===== config.mk =====
export PLATFORM = sky130hd
export DESIGN_NAME = rf_write_arbiter
export DESIGN_NICKNAME = d
export VERILOG_FILES = /design/src/rtl/rf_ctrl_pkg.sv /design/src/rtl/rf_llu_fifo.sv /design/src/rtl/rf_write_arbiter.sv
export SDC_FILE = /design/constraint.sdc
export NUM_CORES = 1
export LEC_CHECK = 0
export ABC_AREA = 1
export CORE_MARGIN = 1.5
export CORE_UTILIZATION = 47
export CTS_CLUSTER_DIAMETER = 50
export CTS_CLUSTER_SIZE = 20
export DETAILED_ROUTE_END_ITERATION = 7
export PLACE_DENSITY_LB_ADDON = 0.2
export SLEW_MARGIN = 25
export SYNTH_ARGS = -nofsm -noshare
export SYNTH_HDL_FRONTEND = slang
export SYNTH_SLANG_ARGS = --single-unit

===== constraint.sdc =====
create_clock -name clk -period 4 [get_ports clk]
set_input_delay 1.2 -clock clk [delete_from_list [all_inputs] [get_ports clk]]
set_output_delay 1.2 -clock clk [all_outputs]
set_load 0.005 [all_outputs]

===== src/rtl/rf_ctrl_pkg.sv =====
// ---------------------------------------------------------------------------
// rf_ctrl_pkg
//   Shared definitions for the register-file write-port control slice:
//   register address geometry, the write-port grant encoding, LLU FIFO depth
//   and the width helper for the anti-starvation counter.
// ---------------------------------------------------------------------------
package rf_ctrl_pkg;

    localparam int REG_ADDR_W = 5;
    localparam int NUM_REGS   = 32;
    localparam int FIFO_DEPTH = 2;

    // Which requester owns the RF write port in the current cycle.
    typedef enum logic [1:0] {
        GNT_NONE = 2'd0,
        GNT_WB   = 2'd1,
        GNT_LLU  = 2'd2
    } grant_e;

    // Bits needed to hold 0..max_count inclusive (at least one bit).
    function automatic int starve_cnt_w(input int max_count);
        return (max_count < 1) ? 1 : $clog2(max_count + 1);
    endfunction

    localparam int STARVE_MAX_DEFAULT = 4;
    localparam int STARVE_CNT_W       = starve_cnt_w(STARVE_MAX_DEFAULT);

endpackage


===== src/rtl/rf_llu_fifo.sv =====
// ---------------------------------------------------------------------------
// rf_llu_fifo
//   Two-entry FIFO buffering {rd, data} results from the long-latency unit
//   until they win the register-file write port.
// Ports
//   clk, rst           clock, asynchronous active-high reset
//   push, push_rd,     enqueue request and payload (ignored when full)
//   push_data
//   pop                dequeue request (ignored when empty)
//   full, empty        occupancy flags, derived from the registered count
//   head_rd, head_data oldest entry
// ---------------------------------------------------------------------------
module rf_llu_fifo
    import rf_ctrl_pkg::*;
#(
    parameter int W = 32
) (
    input  logic                  clk,
    input  logic                  rst,
    input  logic                  push,
    input  logic [REG_ADDR_W-1:0] push_rd,
    input  logic [W-1:0]          push_data,
    input  logic                  pop,
    output logic                  full,
    output logic                  empty,
    output logic [REG_ADDR_W-1:0] head_rd,
    output logic [W-1:0]          head_data
);

    logic [REG_ADDR_W-1:0] rd_q   [FIFO_DEPTH];
    logic [W-1:0]          data_q [FIFO_DEPTH];
    logic                  wr_ptr;
    logic                  rd_ptr;
    logic [1:0]            count;
    logic                  do_push;
    logic                  do_pop;

    assign full      = (count == 2'd2);
    assign empty     = (count == 2'd0);
    assign do_push   = push && !full;
    assign do_pop    = pop && !empty;
    assign head_rd   = rd_q[rd_ptr];
    assign head_data = data_q[rd_ptr];

    always_ff @(posedge clk or posedge rst) begin
        if (rst) begin
            wr_ptr <= 1'b0;
            rd_ptr <= 1'b0;
            count  <= 2'd0;
            for (int i = 0; i < FIFO_DEPTH; i++) begin
                rd_q[i]   <= '0;
                data_q[i] <= '0;
            end
        end else begin
            if (do_push) begin
                rd_q[wr_ptr]   <= push_rd;
                data_q[wr_ptr] <= push_data;
                wr_ptr         <= ~wr_ptr;
            end
            if (do_pop) begin
                rd_ptr <= ~rd_ptr;
            end
            // Simultaneous push and pop leaves the occupancy unchanged.
            case ({do_push, do_pop})
                2'b10:   count <= count + 2'd1;
                2'b01:   count <= count - 2'd1;
                default: count <= count;
            endcase
        end
    end

endmodule


===== src/rtl/rf_write_arbiter.sv =====
// ---------------------------------------------------------------------------
// rf_write_arbiter
//   Owns the single register-file write port. Merges in-order WB writes with
//   out-of-order long-latency-unit (LLU) completions held in a 2-entry FIFO,
//   tracks outstanding LLU destinations in a busy scoreboard and raises the
//   decode-stage hazard stall.
// Ports
//   clk, rst                      clock, asynchronous active-high reset
//   wb_valid, wb_rd, wb_data      WB-stage write request
//   wb_stall                      WB write not taken; hold the WB stage
//   llu_issue, llu_issue_rd       LLU dispatch and its destination
//   llu_issue_rdy                 dispatch allowed (destination not busy)
//   llu_valid, llu_rd, llu_data   LLU result, accepted when llu_ready
//   llu_ready                     FIFO has room
//   rs1_addr, rs2_addr, dec_rd    decode operands for RAW/WAW checks
//   hz_stall                      decode must stall
//   RegWrite, rd_addr, write_data RF write port
// ---------------------------------------------------------------------------
module rf_write_arbiter
    import rf_ctrl_pkg::*;
#(
    parameter int n          = 32,
    parameter int STARVE_MAX = 4
) (
    input  logic                  clk,
    input  logic                  rst,
    input  logic                  wb_valid,
    input  logic [REG_ADDR_W-1:0] wb_rd,
    input  logic [n-1:0]          wb_data,
    output logic                  wb_stall,
    input  logic                  llu_issue,
    input  logic [REG_ADDR_W-1:0] llu_issue_rd,
    output logic                  llu_issue_rdy,
    input  logic                  llu_valid,
    input  logic [REG_ADDR_W-1:0] llu_rd,
    input  logic [n-1:0]          llu_data,
    output logic                  llu_ready,
    input  logic [REG_ADDR_W-1:0] rs1_addr,
    input  logic [REG_ADDR_W-1:0] rs2_addr,
    input  logic [REG_ADDR_W-1:0] dec_rd,
    output logic                  hz_stall,
    output logic                  RegWrite,
    output logic [REG_ADDR_W-1:0] rd_addr,
    output logic [n-1:0]          write_data
);

    localparam int                CNT_W   = starve_cnt_w(STARVE_MAX);
    localparam logic [CNT_W-1:0]  CNT_MAX = CNT_W'(STARVE_MAX);

    logic                  fifo_full;
    logic                  fifo_empty;
    logic                  fifo_nonempty;
    logic                  fifo_push;
    logic                  fifo_pop;
    logic [REG_ADDR_W-1:0] head_rd;
    logic [n-1:0]          head_data;

    grant_e                grant;
    logic [CNT_W-1:0]      starve_cnt;
    logic [NUM_REGS-1:0]   busy;
    logic [NUM_REGS-1:0]   set_mask;
    logic [NUM_REGS-1:0]   clr_mask;
    logic                  issue_ok;

    rf_llu_fifo #(
        .W (n)
    ) u_fifo (
        .clk       (clk),
        .rst       (rst),
        .push      (fifo_push),
        .push_rd   (llu_rd),
        .push_data (llu_data),
        .pop       (fifo_pop),
        .full      (fifo_full),
        .empty     (fifo_empty),
        .head_rd   (head_rd),
        .head_data (head_data)
    );

    assign fifo_nonempty = !fifo_empty;

    // Starvation forcing beats WB; otherwise WB has priority over the FIFO.
    // Holding rst suppresses every grant so nothing reaches the RF.
    always_comb begin
        grant = GNT_NONE;
        if (fifo_nonempty && (starve_cnt == CNT_MAX)) begin
            grant = GNT_LLU;
        end else if (wb_valid) begin
            grant = GNT_WB;
        end else if (fifo_nonempty) begin
            grant = GNT_LLU;
        end
        if (rst) begin
            grant = GNT_NONE;
        end
    end

    // x0 writes are still consumed by the winner but never enable the RF.
    always_comb begin
        rd_addr    = '0;
        write_data = '0;
        case (grant)
            GNT_WB: begin
                rd_addr    = wb_rd;
                write_data = wb_data;
            end
            GNT_LLU: begin
                rd_addr    = head_rd;
                write_data = head_data;
            end
            default: begin
                rd_addr    = '0;
                write_data = '0;
            end
        endcase
    end

    assign RegWrite  = (grant != GNT_NONE) && (rd_addr != '0);
    assign wb_stall  = wb_valid && (grant != GNT_WB) && !rst;
    assign fifo_pop  = (grant == GNT_LLU);
    assign llu_ready = !fifo_full && !rst;
    assign fifo_push = llu_valid && llu_ready;

    assign llu_issue_rdy = (!busy[llu_issue_rd] || (llu_issue_rd == '0)) && !rst;
    assign issue_ok      = llu_issue && llu_issue_rdy && (llu_issue_rd != '0);

    assign hz_stall = !rst &&
                      (((rs1_addr != '0) && busy[rs1_addr]) ||
                       ((rs2_addr != '0) && busy[rs2_addr]) ||
                       ((dec_rd   != '0) && busy[dec_rd]));

    always_comb begin
        set_mask = '0;
        clr_mask = '0;
        if (issue_ok) begin
            set_mask[llu_issue_rd] = 1'b1;
        end
        if (fifo_pop) begin
            clr_mask[head_rd] = 1'b1;
        end
    end

    // Counts cycles the non-empty FIFO lost to WB; any pop or an empty FIFO
    // restarts the count, and it saturates where forcing kicks in.
    always_ff @(posedge clk or posedge rst) begin
        if (rst) begin
            starve_cnt <= '0;
        end else if (fifo_empty || fifo_pop) begin
            starve_cnt <= '0;
        end else if ((grant == GNT_WB) && (starve_cnt != CNT_MAX)) begin
            starve_cnt <= starve_cnt + 1'b1;
        end
    end

    // Set and clear never collide on one register because setting requires
    // the bit to be clear already. Bit 0 is kept permanently clear.
    always_ff @(posedge clk or posedge rst) begin
        if (rst) begin
            busy <= '0;
        end else begin
            busy <= ((busy & ~clr_mask) | set_mask) & ~NUM_REGS'(1);
        end
    end

endmodule


Word level (Yosys, flattened, before mapping) --
Cells that the tools add are included.
Cells by class: magnitude comparators 10, bitwise gates (word level) 7, reductions and logical operators 37, divide/modulo/power cells 0, eq/ne operators 8, shift-type cells 0, $add $sub $neg 3, mux-type cells 35, $mul 0
Operators by type and width (count):
- two-way mux 32 bit | 6
- bitwise mux 64 bit | 1
- one-hot mux 32 bit (2 select lines) | 1
- bitwise AND 32 bit | 1
- demux 32 bit (select 1 bit) | 1
- inverter 32 bit | 1
- bitwise OR 32 bit | 1
- less-than comparator 5 x 6 -> 1 bit (second input constant) | 5
- nonzero test 5 bit | 5
- binary-select mux 1 bit (select 5 bit) | 4
- two-way mux 5 bit | 4
- logical AND 1 bit | 19
- bitwise mux 10 bit | 1
- demux 1 bit (select 5 bit) | 2
- greater-or-equal comparator 5 x 1 -> 1 bit (second input constant) | 2
- one-hot mux 5 bit (2 select lines) | 1
- two-way mux 2 bit | 4
- equality test 2 bit (second input constant) | 3
- two-way mux 1 bit | 6
- two-way mux 3 bit | 2
- nonzero test 2 bit | 3
- demux 5 bit (select 1 bit) | 1
- zero test 5 bit | 1
- equality test 2 x 1 -> 1 bit (second input constant) | 2
- 14 further kinds | 23
Word-level totals: bits in latches 0, flip-flop bits (word level) 112, bits in writable memories 0, input port bits 99, memories 0, ROM bits 0

Logic depth before layout (Yosys ltp) --
word-level depth 12, gate-level depth with buffers 14, depth with buffers taken out 13

By module --
A second synthesis with hierarchy kept.
Second synthesis, totals: cell total of the unflattened synthesis 1168, area, all modules 7728.7 um^2
By module, submodules not included:
- rf_write_arbiter | sequential area each 850.8 um^2, instances 1, area each 3956.3 um^2, cells an instance 688
- rf_llu_fifo | sequential area each 1951.9 um^2, instances 1, area each 3772.4 um^2, cells an instance 480

Worst setup path after synthesis --
OpenSTA, ideal clock, no wires.
kind in2out, start input port wb_valid, end output port write_data[21], data required time 2800 ps, stages 8, slack 180 ps, buffers on the path 2, arrival time 2620 ps, path through a211oi_1 ha_1 clkbuf_1 clkinv_1 clkbuf_1 nor2_1 o21ai_0 a21oi_1
On the way: cells in the longest elaborated chain, start to end 5, elaborated cells on any way between the ends 6, classes of those cells 2 x eq/ne; 4 x mux
RTL lines:
- from (decl) | RTL line rf_write_arbiter.sv:27 | input logic wb_valid,
- two-way mux 2 bit * | RTL line rf_write_arbiter.sv:88 | end else if (wb_valid) begin
- two-way mux 2 bit * | RTL line rf_write_arbiter.sv:86 | if (fifo_nonempty && (starve_cnt == CNT_MAX)) begin
- two-way mux 2 bit * | RTL line rf_write_arbiter.sv:93 | if (rst) begin
- equality test 2 bit / equality test 2 x 1 -> 1 bit (equally long branches) | RTL line rf_write_arbiter.sv:102 | case (grant)
- one-hot mux 32 bit (2 select lines) * | RTL line rf_write_arbiter.sv:102
- to (decl) | RTL line rf_write_arbiter.sv:44 | output logic [n-1:0] write_data
Every way passes the cells marked *; elsewhere a longest branch is shown, timed or not.

Worst setup path in the final report --
start input port wb_valid, end output port write_data[23]
Same word-level chain as after synthesis.

==> qor.csv <==
stage;metric;value;unit
cells_and_area;cell area after layout;9580;um2
critical_path;critical path's largest stage delay;290;ps
critical_path;reg-to-reg endpoint;u_fifo.count[1];
floorplan;Die W;125;um
critical_path;CP bufs+invs;7;
power_and_ir_drop;power share of the clock group;18.7;%
critical_path;CP Class;in -> out;
cells_and_area;final core occ;66.2;%
power_and_ir_drop;share of total power consumed by net switching;41.5;%
synth;Synth area leaders;dfrtp_1 (40%), nand2_1 (16%), o21ai_0 (11%);
min_path;min-delay src;u_fifo.rd_q[3];
sta;Slew @ Worst Pin;786;ps
cells_and_area;n_diodes;0;
clocking;CTS tree;yes;
cells_and_area;Non-Filler Instances;1414;
route;Routed WL;22100;um
sta;hold slack;481;ps
clocking;Clock Sinks;112;
synth;average cell area after synthesis;6.64;um2
sta;Final Max Slew Viols;0;
critical_path;critical-path maximum fanout;8;
sta;setup ws final;63.8;ps
critical_path;CP Cell Sequence;buf_6 -> a211oi_2 -> inv_1 -> buf_6 -> ha_4 -> inv_8 -> buf_12 -> buf_12 -> a21oi_4 -> clkdlybuf4s15_1;
floorplan;DIE HEIGHT;125;um
placed_design;gpl congestion;0.915;
grt;initial antenna violation count;0;
sta;RSZ-0062 raised after global routing;no;
placed_design;Buffers on Ports;140;
synth;asr flop ratio synth;100;%
sta;Hold Fails Final Rpt;0;
route;DRT antenna net count;0;
critical_path;Worst Setup SP;wb_valid;
outcome;status;complete, no violations;
sta;Slew headroom;47.1;%
grt;largest net degree at the start of global routing;102;
sta;highest clock rate;0.254;GHz
critical_path;Worst Reg-to-Reg Cells;13;
sta;post-route minimum period;3940;ps
power_and_ir_drop;P_int;2.99;mW
min_path;Hold Crit Class;reg -> reg;
sta;Final Skew;11.8;ps
floorplan;CORE AREA;14500;um2
synth;Syn Nets;1151;
synth;EDFF count, synth;0;
placed_design;pre-CTS setup slack;-692;ps
clocking;H-tree level count;3;
synth;synthesis-stage register bit count;112;
placed_design;DP Area;8860;um2
power_and_ir_drop;Comb power frac;41.9;%
critical_path;r2r setup slk;1480;ps
sta;# setup viols final;0;
grt;Remaining Overflow, GRT;0;
synth;synth unique cells;30;
route;Pre-antenna DRT Iters;7;
power_and_ir_drop;P_sw;2.12;mW
clocking;clk_lat worst skew;370;ps
clocking;Bufs on Longest Clock Path;2;
floorplan;io pins;141;
critical_path;CP required;2800;ps
power_and_ir_drop;Total Power;5.11;mW
clocking;Root Buffer;clkbuf_16;
placed_design;placed cells;1379;
synth;top cells by count, synth;nand2_1 (298), o21ai_0 (155), nor2_1 (125);
synth;leading area contributor after synthesis;dfrtp_1;
floorplan;Starting Density;48.0;%
clocking;clk slew on worst S/H paths;80;ps
critical_path;CP delay by family, top;buffers and inverters;
route;routed vias/inst;5.28;
clocking;Inserted Clock Buffers;9;
synth;count leader, synth;nand2_1;
synth;Top FF cell, synth;dfrtp_1;
sta;fin crit share;98.4;%
cells_and_area;Post-layout nets;1330;
critical_path;critical path depth;10;
cells_and_area;layout cells sized above 1;16.8;%
synth;synthesized instance count;1046;
critical_path;crit start category;input port;
min_path;hold path cells;2;
synth;Mapped Area;6940;um2
synth;sequential element share of the synthesized area;40.4;%
sta;setup TNS;0;ps
power_and_ir_drop;VDD IR max;0.324;mV
grt;gr usage total;29.0;%
power_and_ir_drop;Static Leak;4.70;nW
cells_and_area;synthesis-to-finish area growth;37.9;%
min_path;hold endpoint;u_fifo.rd_q[3];
flow_run;MaxCap Viol Count;0;
route;via count;7462;
power_and_ir_drop;power per standard cell area;534;nW/um2
placed_design;DP HPWL;14300;um
floorplan;Cell Rows;44;
critical_path;slowest CP cell;ha_4;
floorplan;DIE AREA;15500;um2
route;initial DRC count;672;
synth;Warnings, synthesis;0;
critical_path;CP arrival;2740;ps
critical_path;Reg2Reg Launch Point;starve_cnt[0];
critical_path;CP Capture Type;output port;
synth;Yosys top cell area share;40.4;%
route;Routed wire per std cell;15.6;um
grt;vias in the first global route;7109;
route;DRC;0;
power_and_ir_drop;Reg power frac;39.4;%
grt;global-route wire length before repair;36500;um
==> per-layer routing <==
layer | wire (um) | GRT usage [%] | up-vias
met5 | 0 | 0 | -
met4 | 606 | 9.47 | 0
met3 | 1370 | 6.01 | 39
met2 | 10400 | 47.1 | 278
met1 | 9720 | 38.8 | 3444
li1 | - | - | 3701
==> flip-flops by register name, indices dropped and copies added, names as in the netlist <==
signal / count
u_fifo.rd_q: 10
u_fifo.data_q: 64
u_fifo.rd_ptr: 1
u_fifo.wr_ptr: 1
busy: 31
starve_cnt: 3
u_fifo.count: 2
==> layout by cell type (no fill, tap or decap), types with 2 or more instances in the layout <==
master	n
nand2_1	296
o21ai_0	149
nor2_1	120
dfrtp_1	112
inv_1	101
clkdlybuf4s50_1	82
nand3_1	74
buf_4	57
a21oi_1	38
buf_2	33
a21oi_2	21
dlygate4sd2_1	15
nand3_2	10
clkbuf_16	9
buf_6	9
nor3_2	8
inv_2	8
buf_12	8
o211ai_1	7
or2_2	5
clkinvlp_4	5
o21ai_1	5
nor2_4	5
buf_16	5
a21oi_4	4
o21a_1	3
nand4_1	3
nor3_1	3
ha_4	3
ha_1	3
clkdlybuf4s15_1	3
dlymetal6s2s_1	3
clkinv_8	2
inv_8	2
nand2_2	2
a31oi_1	2
xnor2_1	2
clkinv_4	2
==> power groups by stage <==
stage | Combinational (mW) | Clock, mW | Sequential (mW)
finish | 2.14 | 0.954 | 2.02
CTS | 2.10 | 0.967 | 2.00
detailed placement | 1.92 | 0 | 2.01
global route | 2.42 | 1.02 | 2.07
floorplan | 1.30 | 0 | 1.87
global placement | 1.89 | 0 | 2.01
==> cell families (layout without fill, tap and decap cells) <==
logic type | count (synthesis) | after routing | synth area share [%]
fa+ha+maj | 6 | 6 | 1.08
simple gates | 529 | 529 | 31.4
buf+inv | 165 | 349 | 9.60
flops | 112 | 112 | 40.4
compound gates | 231 | 231 | 17.1
xor+xnor | 3 | 3 | 0.378
==> what timing repair did <==
item	in CTS	in global routing
setup buffers	11	2
hold buffers	0	0
pin swaps	14	6
cloned	7	0
endpoints found under the setup margin	41	19
resized for setup	245	23
==> tightest hold or removal path, cell delays in order, from the launching register on <==
cell	delay [ps]
dfrtp_1	340
nand2_1	50
o21ai_0	60
==> area by class of cell <==
cell class	count	area, um2
Fill cell	1273	4900
Sequential cell	112	2800
Inverter	114	459
Clock inverter	7	88.8
Tap cell	184	230
Timing Repair Buffer	217	2030
Clock buffer	9	225
Multi-Input combinational cell	769	3730
Timing Repair inverter	2	15.0
==> worst max path at each step <==
stage / endpoint / slack, ps
final: write_data[23] / 60
after detailed placement: write_data[23] / -690
after global routing: write_data[14] / 7
after global placement: write_data[23] / -650
after floorplan: write_data[21] / 180
after CTS: RegWrite / 2
Note: power is estimated with default switching activity, not from simulation.
==> variant 1 (config.mk and constraints unchanged) <==
Reset style: synchronous (`rst`), changed in 3 clocked blocks. Comments in the files are not updated.
--- a/src/rtl/rf_llu_fifo.sv
+++ b/src/rtl/rf_llu_fifo.sv
@@ -42,7 +42,7 @@
     assign head_rd   = rd_q[rd_ptr];
     assign head_data = data_q[rd_ptr];
 
-    always_ff @(posedge clk or posedge rst) begin
+    always_ff @(posedge clk) begin
         if (rst) begin
             wr_ptr <= 1'b0;
             rd_ptr <= 1'b0;
--- a/src/rtl/rf_write_arbiter.sv
+++ b/src/rtl/rf_write_arbiter.sv
@@ -142,7 +142,7 @@
 
     // Counts cycles the non-empty FIFO lost to WB; any pop or an empty FIFO
     // restarts the count, and it saturates where forcing kicks in.
-    always_ff @(posedge clk or posedge rst) begin
+    always_ff @(posedge clk) begin
         if (rst) begin
             starve_cnt <= '0;
         end else if (fifo_empty || fifo_pop) begin
@@ -154,7 +154,7 @@
 
     // Set and clear never collide on one register because setting requires
     // the bit to be clear already. Bit 0 is kept permanently clear.
-    always_ff @(posedge clk or posedge rst) begin
+    always_ff @(posedge clk) begin
         if (rst) begin
             busy <= '0;
         end else begin
Function: same outputs for any inputs over 4 cycles, from zero or initial values and one cycle with rst high; that may be too few to reach the edited logic, so the function may still have changed.
==> variant 1 against the unedited design <==
The flow now finishes with violations (negative setup slack); synthesized cell count decreased by 5.3%; sequential share of layout area is 0.38 points higher; count of clock-buffer cells in the layout rose by 13; worst setup slack worse by 0.17 ns; global-route usage is 0.67 points lower; non-clock buffer count grew 3; highest routed layer unchanged; routed wire length rose by 2.6%; synthesized area is 2.6% higher; sequential cell count grew 1; cell area increased by 5.8%; critical path type unchanged; maximum frequency is 4.3% lower.
Power is not compared: it rests on default switching activity, and its combinational part moved more than twofold at a synthesized area within 25%.
==> variant 1: results (changes against the unedited design) <==
- Failing checks: negative setup slack
- Hold_sp: u_fifo.rd_ptr (was u_fifo.rd_q[3])
- Commonest cells post-synth: nand2_1 (236), nor2_1 (198), inv_1 (99), edfxtp_1 (74), o21ai_0 (74) (was nand2_1 (298), o21ai_0 (155), nor2_1 (125), dfrtp_1 (112), inv_1 (111))
- Met1 Resource Use GR: 34.22% (was 38.83%)
- CP startpoint: rst (was wb_valid)
- Pre-CTS WS: -0.7186 ns (was -0.6922 ns)
- First-pass GRT wire length: 35160 um (was 36530 um)
- R2R setup slack: 1.51 ns (was 1.48 ns)
- Router iterations before antenna repair: 7 (unchanged)
- Vias in the first global route: 7075 (was 7109)
- H-tree levels: 4 (was 3)
- Net count, final: 1288 (was 1330)
- Hold Path Depth: 1 (was 2)
- Gpl congestion: 0.9623 (was 0.9145)
- WL met1: 9085 um (was 9723 um)
- Clock transition at the registers of the reported paths: 0.05 ns (was 0.08 ns)
- Met2 Wirelength: 10970 um (was 10400 um)
- Dpl hpwl: 14270 um (was 14280 um)
- Post-synthesis async set-or-reset flop share: 0% (was 100.0%)
- Hold WS: 0.4608 ns (was 0.4814 ns)
- CTS Buf Count: 17 (was 9)
- Met3 wire len: 1600 um (was 1371 um)
- CP endpoint: write_data[4] (was write_data[23])
- Port bufs: 140 (unchanged)
- Reg-to-reg startpoint: starve_cnt[0] (unchanged)
- Grt met3 use: 5.480% (was 6.014%)
- Largest net degree at the start of global routing: 39 (was 102)
- Max VDD drop: approximately 230 uV
- CP peak stage delay: 0.45 ns (was 0.29 ns)
- Unique masters post-synth: 32 (was 30)
- Worst-Skew Late Latency: 0.42 ns (was 0.37 ns)
- Worst Path Arrival: 2.91 ns (was 2.74 ns)
- Final wirelength: 22680 um (was 22100 um)
- Crit path max fanout: 10 (was 8)
- Reg-to-Reg End: u_fifo.count[1] (unchanged)
- Status: finished, violations left (was finished clean)
- Initial antenna violation count: 0 (unchanged)
- EDFF count, synth: 74 (was 0)
- Sequential share of the synthesized area: 42.15% (was 40.36%)
- Post-synthesis net count: 1096 (was 1151)
- Share of cells above drive strength 1: 19.40% (was 16.83%)
- Placed Area: 9019 um2 (was 8859 um2)
- Top_reg_cell synth: edfxtp_1 (was dfrtp_1)
- Fin. max-slew vios: 0 (unchanged)
- Iteration-0 DRC Markers: 553 (was 672)
- GR Util All Layers: 28.33% (was 28.99%)
- Crit path setup slack, layout: -0.1110 ns (was 0.06383 ns)
- GR Layer Usage met2: 48.32% (was 47.06%)
- R2r worst-path depth: 15 (was 13)
- Worst slew pin tran: 0.6130 ns (was 0.7856 ns)
- Fill cells: 1207 (was 1273)
- Vias per cell: 5.350 (was 5.277)
- Critical path's slowest cell: clkdlybuf4s50_1 (was ha_4)
- Setup-failing EPs final: 6 (was 0)
- Synth area leaders: edfxtp_1 (31%), nand2_1 (12%), dfxtp_1 (11%), nor2_1 (10%), inv_1 (5.2%) (was dfrtp_1 (40%), nand2_1 (16%), o21ai_0 (11%), nor2_1 (6.8%), inv_1 (6.0%))
- Antenna Cells: 0 (unchanged)
- Clk_skew: 0.009058 ns (was 0.01182 ns)
-- variant 1: cell count changes after synthesis, sizes merged, moves of 3 or more --
cell,unedited run,this run
dfxtp,0,39
nor2,126,201
edfxtp,0,74
nand3,84,77
clkbuf,37,33
a21oi,63,80
nand2,299,240
dfrtp,112,0
o21a,3,0
o21ai,155,84
inv,112,101
o211ai,7,15
-- variant 1: final cells by class --
type	instances	area [um2]	share of cell area, %
inverter	104	420.4	4.149
timing repair inverter	1	3.754	0.03705
clock inverter	10	106.4	1.050
sequential	113	3003	29.64
tap	184	230.2	2.272
multi-input combinational	726	3674	36.26
clock buffer	22	496.7	4.902
timing repair buffer	220	2198	21.70
-- variant 1: kinds of logic (layout without fill, tap and decap cells) --
| kind of cell | count (synthesis) | after routing | share of synthesized area (%) |
|---|---|---|---|
| simple gates | 537 | 537 | 32.60 |
| compound gates | 183 | 183 | 15.00 |
| buf+inv | 152 | 357 | 9.203 |
| flops | 113 | 113 | 42.15 |
| fa+ha+maj | 6 | 6 | 1.054 |
-- variant 1: timing repair --
action | CTS | global route
resized for setup | 96 | 64
pin swaps | 6 | 14
hold buffers | 0 | 0
setup buffers | 5 | 9
cloned | 5 | 1
endpoints found under the setup margin | 41 | 37
-- variant 1: stage by stage --
| step | TNS (ns) | cells | total power [mW] |
|---|---|---|---|
| 2_1_floorplan | 0 | 991 | 1.579 |
| 3_3_place_gp | -22.86 | 1329 | 1.802 |
| 3_5_place_dp | -25.00 | 1329 | 1.807 |
| 4_1_cts | -4.055 | 1371 | 3.352 |
| 5_1_grt | -1.136 | 1380 | 3.486 |
| 6_report | -0.5905 | 1380 | 3.382 |
-- variant 1: power by group --
part	internal, mW	switching (mW)	total, mW
combinational	0.241	0.288	0.529
clock	1.00	0.528	1.53
sequential	1.30	0.0197	1.32
total	2.55	0.836	3.38
==> variant 2 (config.mk and constraints unchanged) <==
Made on the original files. Change the parameter `STARVE_MAX` from 4 to 6.
--- a/src/rtl/rf_write_arbiter.sv
+++ b/src/rtl/rf_write_arbiter.sv
@@ -20,7 +20,7 @@
     import rf_ctrl_pkg::*;
 #(
     parameter int n          = 32,
-    parameter int STARVE_MAX = 4
+    parameter int STARVE_MAX = 6
 ) (
     input  logic                  clk,
     input  logic                  rst,
Check against the original RTL: no difference found for any inputs over 4 cycles, from zero or initial values and one cycle with rst high; that may be too few to reach the edited logic, so the function may still have changed.
==> variant 2 against the unedited design <==
Worst hold slack improved by 0.0016 ns; global-route usage fell by 1.1 points; count of clock-buffer cells in the layout did not move; die area rose by 2.8%; sequential cell count did not move; total power fell by 2.7%; cell area rose by 1.4%; synthesized area rose by 2.9%; combinational power fell by 5%; clock skew fell by 0.0028 ns; first-iteration DRC count rose by 5.8%; worst setup slack got worse by 0.021 ns; routed wire length fell by 0.70%; highest routed layer unchanged.
==> variant 2: results (changes against the unedited design) <==
- P_clk: 959 uW (was 954 uW)
- Crit path max fanout: 4 (was 8)
- Hold endpoint: u_fifo.data_q[18] (was u_fifo.rd_q[3])
- Pleak: 4.849 nW (was 4.696 nW)
- Clk_skew: 0.009004 ns (was 0.01182 ns)
- Vias per cell: 5.298 (was 5.277)
- Die Wd: 126.3 um (was 124.6 um)
- Fill cells: 1310 (was 1273)
- Share of cells above drive strength 1: 14.58% (was 16.83%)
- R2r worst-path depth: 12 (was 13)
- Gpl congestion: 0.9116 (was 0.9145)
- Status: finished clean (unchanged)
- Seq area share: 28.85% (was 29.26%)
- Largest net degree at the start of global routing: 75 (was 102)
- Final wirelength: 21950 um (was 22100 um)
- Hold_sp: u_fifo.data_q[18] (was u_fifo.rd_q[3])
- Vias in the first global route: 7253 (was 7109)
- Worst Path Arrival: 2.76 ns (was 2.74 ns)
- Met3 wire len: 1360 um (was 1371 um)
- Fraction of the mapped netlist area in adder cells: 1.051% (was 1.081%)
- CP peak stage delay: 0.22 ns (was 0.29 ns)
- WL met1: 9434 um (was 9723 um)
- Iteration-0 DRC Markers: 711 (was 672)
- Synth Area in XOR/XNOR: 0.3678% (was 0.3784%)
- Unique masters post-synth: 31 (was 30)
- Mapped Cells: 1068 (was 1046)
- Bufs w/o clock: 221 (was 217)
- Critical path's slowest cell: nor3_2 (was ha_4)
- Post-synthesis compound-gate area fraction: 14.80% (was 17.14%)
- Seq_cells: 112 (unchanged)
- Switching power: 2.054 mW (was 2.121 mW)
- Reg-to-Reg End: busy[14] (was u_fifo.count[1])
- Headroom to the max-slew limit: 45.13% (was 47.07%)
- Final Cell Area: 9713 um2 (was 9578 um2)
- Met1 Resource Use GR: 35.35% (was 38.83%)
- Multi-input gate area: 3805 um2 (was 3729 um2)
- PD cells: 511.9 nW/um2 (was 533.5 nW/um2)
- Final non-clock buffer share: 21.69% (was 21.18%)
- Placed Area: 9134 um2 (was 8859 um2)
- Placed cells: 1410 (was 1379)
- Hold WS: 0.4830 ns (was 0.4814 ns)
- Post-synthesis net count: 1173 (was 1151)
variant 2: cell count changes after synthesis, sizes merged, moves of 2 or more:
cell / before / now
nand3: 84 / 103
o21a: 3 / 0
a21oi: 63 / 43
clkbuf: 37 / 25
nand2: 299 / 337
nor2: 126 / 121
buf: 14 / 26
nand4: 3 / 1
o211ai: 7 / 4
variant 2: timing repair:
item / in CTS / in global routing
buffers inserted: 9 / 2
setup endpoints to repair: 41 / 36
cloned: 2 / 0
pin swaps: 16 / 9
gates resized for setup: 116 / 19
variant 2: how the worst max path moves through the flow:
stage	depth (start not counted)	to	slack, ns	from
floorplan	7	write_data[17]	0.33	wb_valid
global placement	11	write_data[28]	-0.66	wb_valid
detailed placement	11	write_data[28]	-0.69	wb_valid
CTS	9	write_data[28]	-0.18	wb_valid
global route	13	RegWrite	-0.03	wb_valid
finish	13	RegWrite	0.04	wb_valid
